`src/rtl/s_chunk_feeder_pkg.sv`:
```
// Shared constants for the query (S) chunk path.
// Chunk geometry, base codes and feeder states.
package s_chunk_feeder_pkg;

  localparam int PE_ARRAY_SIZE = 64;
  localparam int PE_ARRAY_SIZE_LOG = 6;
  localparam int CHUNK_CNT_W = PE_ARRAY_SIZE_LOG + 1;

  localparam int BASE_W = 2;
  localparam logic [BASE_W-1:0] BASE_A = 2'd0;
  localparam logic [BASE_W-1:0] BASE_C = 2'd1;
  localparam logic [BASE_W-1:0] BASE_G = 2'd2;
  localparam logic [BASE_W-1:0] BASE_T = 2'd3;

  typedef enum logic [1:0] {
    ST_IDLE,
    ST_FILL,
    ST_DRAIN
  } state_t;

endpackage

```
`src/rtl/s_chunk_packer.sv`:
```
// One ping-pong entry: packs bases MSB-first into a chunk,
// flags full on N bases or the last base, clears on read.
import s_chunk_feeder_pkg::*;

module s_chunk_packer #(
  parameter int N = 64,
  parameter int LOG = 6
) (
  input  logic              clk,
  input  logic              rst_n,
  input  logic              clr,
  input  logic              wr_en,
  input  logic [BASE_W-1:0] wr_base,
  input  logic              wr_last,
  input  logic              rd_en,
  output logic [2*N-1:0]    data,
  output logic [LOG:0]      count,
  output logic              last,
  output logic              full,
  output logic              done
);

  logic [LOG-1:0] slot;
  logic [LOG:0]   cnt_inc;
  logic [2*N-1:0] ins;

  assign slot    = count[LOG-1:0];
  assign cnt_inc = count + 1'b1;
  assign done    = wr_en
                 & ((cnt_inc == (LOG+1)'(N))
                 | wr_last);

  // drop the incoming base into its slot
  always_comb begin
    ins = data;
    for (int k = 0; k < N; k++) begin
      if (slot == LOG'(k))
        ins[2*N-1-2*k -: 2] = wr_base;
    end
  end

  // entry registers; a read empties the entry
  always_ff @(posedge clk or negedge rst_n) begin
    if (!rst_n) begin
      data  <= '0;
      count <= '0;
      last  <= 1'b0;
      full  <= 1'b0;
    end else if (clr | rd_en) begin
      data  <= '0;
      count <= '0;
      last  <= 1'b0;
      full  <= 1'b0;
    end else if (wr_en) begin
      data  <= ins;
      count <= cnt_inc;
      if (done) begin
        full <= 1'b1;
        last <= wr_last;
      end
    end
  end

endmodule

```
`src/rtl/s_chunk_feeder.sv`:
```
// Query feeder: fills a 2-entry ping-pong of chunks
// from the host and hands one chunk per request.
import s_chunk_feeder_pkg::*;

module s_chunk_feeder #(
  parameter int PE_ARRAY_SIZE =
    s_chunk_feeder_pkg::PE_ARRAY_SIZE,
  parameter int PE_ARRAY_SIZE_LOG =
    s_chunk_feeder_pkg::PE_ARRAY_SIZE_LOG
) (
  input  logic clk,
  input  logic rst_n,
  input  logic i_start,
  input  logic i_base_valid,
  input  logic [1:0] i_base,
  input  logic i_base_last,
  output logic o_base_ready,
  input  logic i_request,
  output logic [2*PE_ARRAY_SIZE-1:0] o_s,
  output logic [PE_ARRAY_SIZE_LOG:0] o_s_valid,
  output logic o_s_last,
  output logic o_busy
);

  localparam int N  = PE_ARRAY_SIZE;
  localparam int LG = PE_ARRAY_SIZE_LOG;

  state_t state, state_nxt;
  logic wr_ptr, rd_ptr, pending;
  logic start, accept, rd_fire;
  logic wr_full, rd_full, rd_last;
  logic [2*N-1:0] data0, data1, rd_data;
  logic [LG:0] cnt0, cnt1, rd_cnt;
  logic last0, last1, full0, full1;
  logic done0, done1;

  assign start   = (state == ST_IDLE) & i_start;
  assign wr_full = wr_ptr ? full1 : full0;
  assign o_base_ready = (state == ST_FILL) & ~wr_full;
  assign accept  = i_base_valid & o_base_ready;

  assign rd_full = rd_ptr ? full1 : full0;
  assign rd_last = rd_ptr ? last1 : last0;
  assign rd_cnt  = rd_ptr ? cnt1 : cnt0;
  assign rd_data = rd_ptr ? data1 : data0;
  assign rd_fire = (state != ST_IDLE)
                 & (pending | i_request)
                 & rd_full;

  s_chunk_packer #(.N(N), .LOG(LG)) u_pk0 (
    .clk(clk), .rst_n(rst_n), .clr(start),
    .wr_en(accept & ~wr_ptr),
    .wr_base(i_base), .wr_last(i_base_last),
    .rd_en(rd_fire & ~rd_ptr),
    .data(data0), .count(cnt0), .last(last0),
    .full(full0), .done(done0)
  );

  s_chunk_packer #(.N(N), .LOG(LG)) u_pk1 (
    .clk(clk), .rst_n(rst_n), .clr(start),
    .wr_en(accept & wr_ptr),
    .wr_base(i_base), .wr_last(i_base_last),
    .rd_en(rd_fire & rd_ptr),
    .data(data1), .count(cnt1), .last(last1),
    .full(full1), .done(done1)
  );

  // next state
  always_comb begin
    state_nxt = state;
    unique case (state)
      ST_IDLE:  if (i_start) state_nxt = ST_FILL;
      ST_FILL:  if (accept & i_base_last)
                  state_nxt = ST_DRAIN;
      ST_DRAIN: if (rd_fire & rd_last)
                  state_nxt = ST_IDLE;
      default:  state_nxt = ST_IDLE;
    endcase
  end

  // state, pointers and the latched request
  always_ff @(posedge clk or negedge rst_n) begin
    if (!rst_n) begin
      state   <= ST_IDLE;
      wr_ptr  <= 1'b0;
      rd_ptr  <= 1'b0;
      pending <= 1'b0;
    end else begin
      state <= state_nxt;
      if (start) begin
        wr_ptr  <= 1'b0;
        rd_ptr  <= 1'b0;
        pending <= 1'b0;
      end else begin
        if (done0 | done1) wr_ptr <= ~wr_ptr;
        if (rd_fire) rd_ptr <= ~rd_ptr;
        if ((state == ST_IDLE) | rd_fire)
          pending <= 1'b0;
        else if (i_request)
          pending <= 1'b1;
      end
    end
  end

  // registered chunk delivery and busy flag
  always_ff @(posedge clk or negedge rst_n) begin
    if (!rst_n) begin
      o_s       <= '0;
      o_s_valid <= '0;
      o_s_last  <= 1'b0;
      o_busy    <= 1'b0;
    end else begin
      o_s_valid <= '0;
      o_s_last  <= 1'b0;
      o_busy    <= (state_nxt != ST_IDLE);
      if (rd_fire) begin
        o_s       <= rd_data;
        o_s_valid <= rd_cnt;
        o_s_last  <= rd_last;
      end
    end
  end

endmodule

```
`config.mk`:
```
export PLATFORM = sky130hd
export DESIGN_NAME = s_chunk_feeder
export DESIGN_NICKNAME = d
export VERILOG_FILES = /design/src/rtl/s_chunk_feeder_pkg.sv /design/src/rtl/s_chunk_packer.sv /design/src/rtl/s_chunk_feeder.sv
export SDC_FILE = /design/constraint.sdc
export NUM_CORES = 1
export LEC_CHECK = 0
export ABC_AREA = 1
export CORE_MARGIN = 2
export CORE_UTILIZATION = 45
export CTS_CLUSTER_SIZE = 14
export DETAILED_ROUTE_END_ITERATION = 8
export HOLD_SLACK_MARGIN = 0.15
export PLACE_DENSITY = 0.74
export SLEW_MARGIN = 20
export SYNTH_ARGS = -nofsm -noshare
export SYNTH_HDL_FRONTEND = slang
export SYNTH_HIERARCHICAL = 1
export SYNTH_SLANG_ARGS = --single-unit
```
`constraint.sdc`:
```
create_clock -name clk -period 5.3 [get_ports clk]
set_input_delay 1.06 -clock clk [delete_from_list [all_inputs] [get_ports clk]]
set_output_delay 1.06 -clock clk [all_outputs]
set_load 0.1 [all_outputs]
```
==> impl_metrics.json, run 1 <==
{
  "outcome": "finished clean",
  "syn_area_per_cell_um2": 8.32,
  "synthCells": 2143,
  "antenna_found_initial": 0,
  "placed_cells": 2727,
  "seqCellArea_mm2": 0.0104,
  "area_growth_syn_to_layout_pct": 17.9,
  "final_cell_area_mm2": 0.0210,
  "cts_root_buf": "clkbuf_16",
  "power.share.clock_pct": 27.8,
  "hpwl_um": 34400,
  "grt_max_degree": 129,
  "pin_count": 146,
  "min_from": "u_pk0/data[115]",
  "report.final.slew_viol_count": 0,
  "worstPathArrival_ps": 2510,
  "placed_area_mm2": 0.0196,
  "via_per_inst": 5.44,
  "relSlewSlack_pct": 31.9,
  "drc": 0,
  "synth_edf_count": 0,
  "cts_resized": 0,
  "worst_slew_pin_slew_ps": 1020,
  "clockBufferDepth": 3,
  "first_iter_violations": 1390,
  "clk_latency_ps": 550,
  "instances_no_fill": 2796,
  "layout.nets": 2269,
  "worstSetupPathType": "reg -> out",
  "start_kind": "flip-flop",
  "worst_clock_skew_ps": 19.3,
  "drt-total-wl_um": 53500,
  "synth.cell_area_mm2": 0.0178,
  "power_switching_mw": 4.51,
  "antenna_cells": 0,
  "synthDistinctLibCells": 25,
  "core_mm2": 0.0388,
  "synth_ff_type": "dfrtp_1",
  "overflow": 0,
  "period_minus_slack_ps": 3570,
  "hold_class": "reg -> reg",
  "worstPathRequired_ps": 4240,
  "clkTransAtPathRegs_ps": 60,
  "grt_first_pass_wirelength_um": 84100,
  "hold_buffers": 0,
  "chipHeight_um": 203,
  "power_density_mw_per_mm2": 516,
  "core.rowCount": 72,
  "die_x_um": 203,
  "fin_crit_sh_pct": 67.4,
  "numPortBuffers": 145,
  "grt_setup_unrepaired": "false",
  "synth_commonest_cells": "712 x nand2_1, 416 x dfrtp_1, 283 x o21ai_0",
  "gp_congestion": 0.946,
  "synth_top_area_share_pct": 58.4,
  "r2r-start": "wr_ptr",
  "ys_seq_area_share_pct": 58.4,
  "synthTopCellsByArea": "dfrtp_1 58%, nand2_1 15%, o21ai_0 7.9%, nand3_1 5.7%, nor2_1 4.2%",
  "startpoint": "wr_ptr",
  "dr.pass1.iters": 5,
  "numCtsBuffers": 42,
  "track_usage_pct": 26.3,
  "syn-num-nets": 2159,
  "cts_tree": "done",
  "pwr-share-seq_pct": 37.6,
  "postRouteAntennaNets": 0,
  "multi_input_area_mm2": 0.00625,
  "htreeDepth": 2,
  "initial_core_util_pct": 45.9,
  "dieArea_mm2": 0.0412,
  "swShare_pct": 41.6,
  "setup_violations": 0,
  "synthArstFlopShare_pct": 100,
  "power.share.combinational_pct": 34.7,
  "clock.fmax_mhz": 280,
  "routed-via-count": 15224,
  "fillCellCount": 3536,
  "tns_ps": 0,
  "drv_cap": 0,
  "yosysWarnings": 6,
  "power_leakage_nw": 9.60,
  "worst_setup_path_end_kind": "output port",
  "hold_viol": 0,
  "p_int_mw": 6.34,
  "yosysMostFrequentCell": "nand2_1",
  "routedWlPerCell_um": 19.1,
  "crit_fanout": 4,
  "yosys.area.top_type": "dfrtp_1",
  "synth-seq-cells": 416,
  "drive_gt1_share_pct": 4.26,
  "grt_pass1_vias": 14928,
  "post_cts_buffers": 0,
  "cts.sinks": 416,
  "peakVddDrop_v": 0.000493
}
final cells by class:
cell class,count,area share (%)
sequential,416,49.5
clock inverter,4,0.333
timing repair buffer,164,7.73
tap,518,3.08
clock buffer,65,6.34
inverter,180,3.24
multi-input combinational,1449,29.7
critical path: stages, from the launching register on:
cell	delay (ps)
dfrtp_1	380
inv_1	90
nand2_1	120
nand2_1	80
nor2_1	140
clkdlybuf4s50_1	1160
through the flow:
stage	hold slack [ps]	setup slack, ps	util [%]	power (mW)
floorplan	452	2000	-	6.73
global placement	463	1560	50.5	7.77
detailed placement	469	1580	50.5	7.85
CTS	485	1730	54.1	10.9
global route	504	1600	54.1	11.4
finish	480	1730	54.1	10.9
metal layers:
metal / vias up / track usage (%) / wire [µm]
li1: 6991 / - / -
met1: 7485 / 37.2 / 23100
met2: 636 / 40.8 / 24100
met3: 112 / 4.40 / 4340
met4: 0 / 9.85 / 2010
met5: - / 0 / 0
state kept, by name, indices dropped and copies added, names as in the netlist:
register     cells
o_s            128
u_pk0/data     128
u_pk1/data     128
o_s_valid        7
u_pk0/count      7
u_pk1/count      7
state            2
o_busy           1
o_s_last         1
pending          1
rd_ptr           1
u_pk0/full       1
u_pk0/last       1
u_pk1/full       1
u_pk1/last       1
wr_ptr           1
cells by family (layout without fill, tap and decap cells):
logic type / count (synthesis) / after routing / share of synthesized area, %
and+or+nand+nor: 1131 / 1131 / 25.6
DFF: 416 / 416 / 58.4
AOI/OAI and AO/OA: 308 / 308 / 8.76
buffers and inverters: 278 / 413 / 6.55
adders and majority gates: 8 / 8 / 0.562
xor gates and xnor gates: 2 / 2 / 0.0983
power groups by stage:
stage,Clock (mW),Combinational (mW),Sequential (mW)
after floorplan,0,1.45,5.28
after global placement,0,3.66,4.11
after detailed placement,0,3.73,4.12
after CTS,3.06,3.75,4.08
after global routing,3.19,4.03,4.14
final,3.01,3.76,4.08
placed cells by master, fill, tap and decap left out, types with 11 or more instances in the layout:
cell,instances
inv_1,175
clkdlybuf4s50_1,144
a21oi_1,11
dfrtp_1,416
nand3_1,202
buf_4,17
nor2_1,199
o21ai_0,283
nand2_1,711
clkbuf_8,13
clkbuf_16,45
worst paths after layout:
check                                  to  slack (ps)  cells after the start
min reg2reg                      o_s[115]         480                      2
max                          o_base_ready        1730                      5
max in group asynchronous         o_s[98]        3480                      2
max reg2reg                u_pk0/data[26]        2220                     13
min in group asynchronous         o_s[46]         590                      1
min                              o_s[115]         480                      2
(Power assumes the default switching activity.)
==> run 2, diff against run 1 <==
==> constraint.sdc (replaced) <==
create_clock -name clk -period 3.7 [get_ports clk]
set_input_delay 0.74 -clock clk [delete_from_list [all_inputs] [get_ports clk]]
set_output_delay 0.74 -clock clk [all_outputs]
set_load 0.1 [all_outputs]
==> run 2 against run 1 <==
Against the previous run:
- clock skew decreased by 5.6 ps
- core utilization increased by 0.78 points
- wire length decreased by 0.64%
- sequential power increased by 43%
- highest routed layer unchanged
- register-to-register slack got worse by 1500 ps
- combinational power increased by 47%
- cell count increased by 1.0%
- clock-buffer cell count increased by 1
==> impl_metrics.json, run 2 (synthesis gave the netlist of run 1 again) <==
{
  "start_kind": "flip-flop",
  "dr.pass1.iters": 6,
  "peakVddDrop_v": 0.000829,
  "clock.fmax_mhz": 334,
  "overflow": 0,
  "cts_resized": 0,
  "placed_area_mm2": 0.0198,
  "antenna_found_initial": 0,
  "hold_buffers": 1,
  "hpwl_um": 35000,
  "cts.sinks": 416,
  "drive_gt1_share_pct": 5.37,
  "worst_clock_skew_ps": 13.7,
  "power_leakage_nw": 9.75,
  "numPortBuffers": 145,
  "cp_slowest_stage_delay_ps": 400,
  "routed-via-count": 15267,
  "total_power_mw": 15.8,
  "clk_latency_ps": 540,
  "report.final.slew_viol_count": 0,
  "hold_viol": 0,
  "first_iter_violations": 1612,
  "relSlewSlack_pct": 31.1,
  "grt_pass1_vias": 14903,
  "core.rowCount": 72,
  "drv_cap": 0,
  "numCtsBuffers": 43,
  "hold_class": "reg -> reg",
  "worst_slew_pin_slew_ps": 1030,
  "cts_tree": "done",
  "final_cell_area_mm2": 0.0213,
  "worstPathArrival_ps": 3450,
  "reg.largest.list": "o_s (128), u_pk0/data (128), u_pk1/data (128)",
  "fin_crit_sh_pct": 81.0,
  "routedWlPerCell_um": 18.8,
  "track_usage_pct": 26.0,
  "layout.nets": 2289,
  "via_per_inst": 5.40,
  "period_minus_slack_ps": 3000,
  "crit_fanout": 13,
  "post_cts_buffers": 0,
  "grt_max_degree": 136,
  "setup_violations": 0,
  "drc": 0,
  "worstSetupPathType": "reg -> reg",
  "layout_common_cells": "711 x nand2_1, 416 x dfrtp_1, 283 x o21ai_0, 202 x nand3_1, 199 x nor2_1",
  "dieArea_mm2": 0.0412,
  "clockBufferDepth": 3,
  "mostFrequentLayoutCell": "nand2_1",
  "worstPathRequired_ps": 4160,
  "worst_setup_path_end_kind": "flip-flop",
  "chipHeight_um": 203,
  "htreeDepth": 2,
  "outcome": "finished clean",
  "power_density_mw_per_mm2": 742,
  "gp_congestion": 0.927,
  "grt_setup_unrepaired": "false",
  "core_mm2": 0.0388,
  "grt_first_pass_wirelength_um": 83400,
  "clkTransAtPathRegs_ps": 60,
  "crit_chain": "inv_1 > nand2_1 > nand2_1 > nor2_1 > nand2_1 > nor2_1 > inv_1 > nor2_4 > inv_1 > o21ai_0 > buf_4 > nand3_1 > o21ai_0",
  "antenna_cells": 0,
  "initial_core_util_pct": 45.9,
  "pin_count": 146,
  "tns_ps": 0,
  "area_growth_syn_to_layout_pct": 19.6,
  "drt-total-wl_um": 53100,
  "cts_root_buf": "clkbuf_16",
  "postRouteAntennaNets": 0,
  "slowest_stage": "dfrtp_1",
  "die_x_um": 203
}
## run 2: changes by cell type in the layout (fill, tap and decap cells not counted), sizes merged
cell,previous run,this run
buf,20,39
clkinv,4,8
clkinvlp,0,2
inv,178,180
bufinv,2,3
clkbuf,65,66
clkdlybuf4s50,144,143
dlygate4sd3,0,1
## run 2: final cells by class
class	count	area, µm²
tap	518	648
multi-input combinational	1449	6250
fill	3444	17500
clock inverter	13	153
sequential	416	10400
inverter	180	678
clock buffer	66	1330
timing repair buffer	183	1850
## run 2: report_power, final
| group | internal, mW | leakage (nW) | switching, mW | total (mW) |
|---|---|---|---|---|
| Combinational | 1.27 | 3.38 | 4.25 | 5.52 |
| Sequential | 5.33 | 5.64 | 0.517 | 5.84 |
| Clock | 2.68 | 0.727 | 1.77 | 4.46 |
| Total | 9.28 | 9.75 | 6.54 | 15.8 |
## run 2: worst paths after layout
check                                 end  depth (start not counted)           start  slack (ps)
setup / recovery            u_pk1/data[5]                         13          wr_ptr         700
hold / removal                    o_s[82]                          2  u_pk0/data[82]         480
setup reg to reg            u_pk1/data[5]                         13          wr_ptr         700
hold reg to reg                   o_s[82]                          2  u_pk0/data[82]         480
max in group asynchronous  u_pk1/data[25]                          3           rst_n        2000
min in group asynchronous  u_pk1/data[46]                          2           rst_n         730
## run 2: critical path: cells and delay by family (launching register included)
kind                   cells  cell delay (ps)
AND/OR/NAND/NOR            7             1180
flip-flops                 1              400
buffers and inverters      4              860
AO/OA/AOI/OAI              2              440
## run 2: routing by layer
| layer | vias to the layer above | wire [µm] | global-route usage, % |
|---|---|---|---|
| met4 | 0 | 1910 | 9.96 |
| met1 | 7441 | 22700 | 37.3 |
| li1 | 7051 | - | - |
| met3 | 105 | 4630 | 3.96 |
| met5 | - | 0 | 0 |
| met2 | 670 | 23900 | 40.1 |
## run 2: stage by stage
| step | instances | hold WS (ps) | setup WS, ps | utilization [%] |
|---|---|---|---|---|
| 2_1_floorplan | 2143 | 444 | 405 | - |
| 3_3_place_gp | 2745 | 463 | 530 | 51.1 |
| 3_5_place_dp | 2745 | 470 | 496 | 51.1 |
| 4_1_cts | 2825 | 480 | 801 | 54.9 |
| 5_1_grt | 2825 | 491 | 486 | 54.9 |
| 6_report | 2825 | 478 | 703 | 54.9 |
==> RTL change, RTL diff (config.mk and constraints of run 2) <==
The 3 states of `state_t` get a one-hot encoding in 3 bits.
--- a/src/rtl/s_chunk_feeder_pkg.sv
+++ b/src/rtl/s_chunk_feeder_pkg.sv
@@ -12,10 +12,10 @@
   localparam logic [BASE_W-1:0] BASE_G = 2'd2;
   localparam logic [BASE_W-1:0] BASE_T = 2'd3;
 
-  typedef enum logic [1:0] {
-    ST_IDLE,
-    ST_FILL,
-    ST_DRAIN
+  typedef enum logic [2:0] {
+    ST_IDLE  = 3'b001,
+    ST_FILL  = 3'b010,
+    ST_DRAIN = 3'b100
   } state_t;
 
 endpackage
Formal check against the unedited RTL: no difference found for any inputs over 4 cycles, from zero or initial values and one cycle with rst_n low; so few cycles prove little.
==> RTL change against run 2 <==
Sequential cell count rose by 1. Non-clock buffer count rose by 8. Synthesized area rose by 5.3%. Worst hold slack got worse by 0.27 ns. Clock skew rose by 0.0037 ns. Synthesized cell count rose by 13%. Global-route usage fell by 0.61 points. Routed wire length rose by 2.7%. Sequential share of layout area fell by 1.8 points. Setup slack improved by 0.16 ns. Design area rose by 4.1%. Power fell by 5.9%. Critical path depth fell by 12.
==> RTL change: results (changes against run 2) <==
status finished, final reports clean; max incr delay on CP 1.16 ns (+0.76 ns); first-pass GRT wire length 87.1 mm (+4.4%); Filler Cell Count 3796 (+10%); CP max stage cell clkdlybuf4s50_1; Hold/Removal Path Class input pin to asynchronous set/reset pin; placed cell area 20800 µm² (+4.8%); VDD IR max 0.000568 V (-31%); r2r endpoint u_pk1/data[1]; Synth Area in XOR/XNOR 0.00140 (+0.000417); clock latency on the worst-skew pair 0.57 ns (+0.03 ns); Num CTS Buffers 44 (+2.3%); crit-path max FO 2 (-11); Via density 5.23 (-3.2%); worst-case clock skew 0.0174 ns (+0.00373 ns); Post-Route WL 54.6 mm (+2.7%); routability congestion estimate from global placement 0.929 (+0.17%); number of multi-input logic gates 1709 (+18%); HPWL Detailed 36.2 mm (+3.4%); share of layout cells above drive strength 1 0.0507 (-0.00309); sequential cell count 417 (+0.24%); mux cell area share after synthesis 0 (unchanged); critical path's top delay family buffers and inverters; largest net degree at the start of global routing 103 (-24%); compound-cell area share of the yosys netlist 0.0858 (-0.00183); final-layout clock buffer total 62 (-6.1%); clock-cell share of area 0.0641 (-0.00524); number of global-route vias before repair 16193 (+8.7%); Syn Nets 2447 (+13%); Data buffer area share 0.0852 (-0.00183); DRT iter0 DRCs 1651 (+2.4%); non-clock inverter count in the final layout 190 (+5.6%); Non-clock buffers 191 (+4.4%); non-filler instance count after layout 3118 (+10%); placed instance count 3039 (+11%); area taken by flip-flops and latches 10400 µm² (+0.29%); Worst slew margin 0.312 (+0.000375); area of the multi-input gates 7070 µm² (+13%); leakage 0.0109 µW (+12%); top cells by area, synth dfrtp_1 55%, nand2_1 22%, o21ai_0 7.5%, nor2_1 4.0%, inv_1 3.7%; DR pass1 iterations 6 (unchanged); register area share after synthesis 0.556 (-0.0281); sw frac 0.400 (-0.0138); pre-CTS WS 0.574 ns (+0.0784 ns); fin nets 2569 (+12%); CP Data Arrival Time 2.10 ns (-1.35 ns); Final Util 0.541 (-0.00774); average size of a mapped cell 7.72 µm² (-7.2%); setup slack, reg-to-reg 1.00 ns (+0.30 ns); Post-Synth Adder-Cell Area 0.00533 (-0.000284); Std-Cell Core Area 41000 µm² (+5.6%); overall routing resource usage 0.254 (-0.00606)
[RTL change: changes by cell type in the layout (fill, tap and decap cells not counted), moves of 2 or more]
cell / run 2 / this run
buf_4: 29 / 39
nand3_1: 202 / 73
inv_6: 2 / 0
clkinv_2: 8 / 15
inv_1: 175 / 186
clkbuf_8: 12 / 7
buf_12: 9 / 7
a21oi_1: 11 / 19
nand2_1: 711 / 1093
[RTL change: layer usage]
layer / share of wire / wire length [µm] / track usage
met4: 0.047 / 2570 / 0.125
met2: 0.45 / 24300 / 0.393
met5: 0 / 0 / 0
met1: 0.43 / 23500 / 0.346
met3: 0.077 / 4190 / 0.0462
[RTL change: worst max-delay path by stage]
stage,start,end,slack [ns],cells after the start
final,o_s[60],o_s[60],0.86,1
after global routing,o_s[55],o_s[55],0.81,1
after CTS,o_s[55],o_s[55],0.82,1
after detailed placement,i_request,u_pk1/data[81],0.57,10
after global placement,i_request,u_pk1/data[25],0.69,10
after floorplan,wr_ptr,u_pk0/data[18],0.18,13
[RTL change: logic make-up (layout without fill, tap and decap cells)]
family                   after synthesis  in the layout
AO/OA/AOI/OAI                        317            317
XOR/XNOR                               3              3
adder cells (fa/ha/maj)                8              8
buffers and inverters                305            460
flip-flops                           417            417
AND/OR/NAND/NOR                     1381           1381
[RTL change: through the flow]
stage,hold WS (ns),total power [µW]
final,0.204,14900
after global routing,0.244,15600
after floorplan,0.444,9060
after CTS,0.220,14900
after global placement,0.466,10400
after detailed placement,0.465,10500
[RTL change: power groups by stage]
stage          logic, µW  clock network, µW  registers [µW]
6_report            4860               4390            5640
5_1_grt             5270               4650            5730
4_1_cts             4820               4460            5640
3_5_place_dp        4790                  0            5720
3_3_place_gp        4700                  0            5700
2_1_floorplan       2210                  0            6850
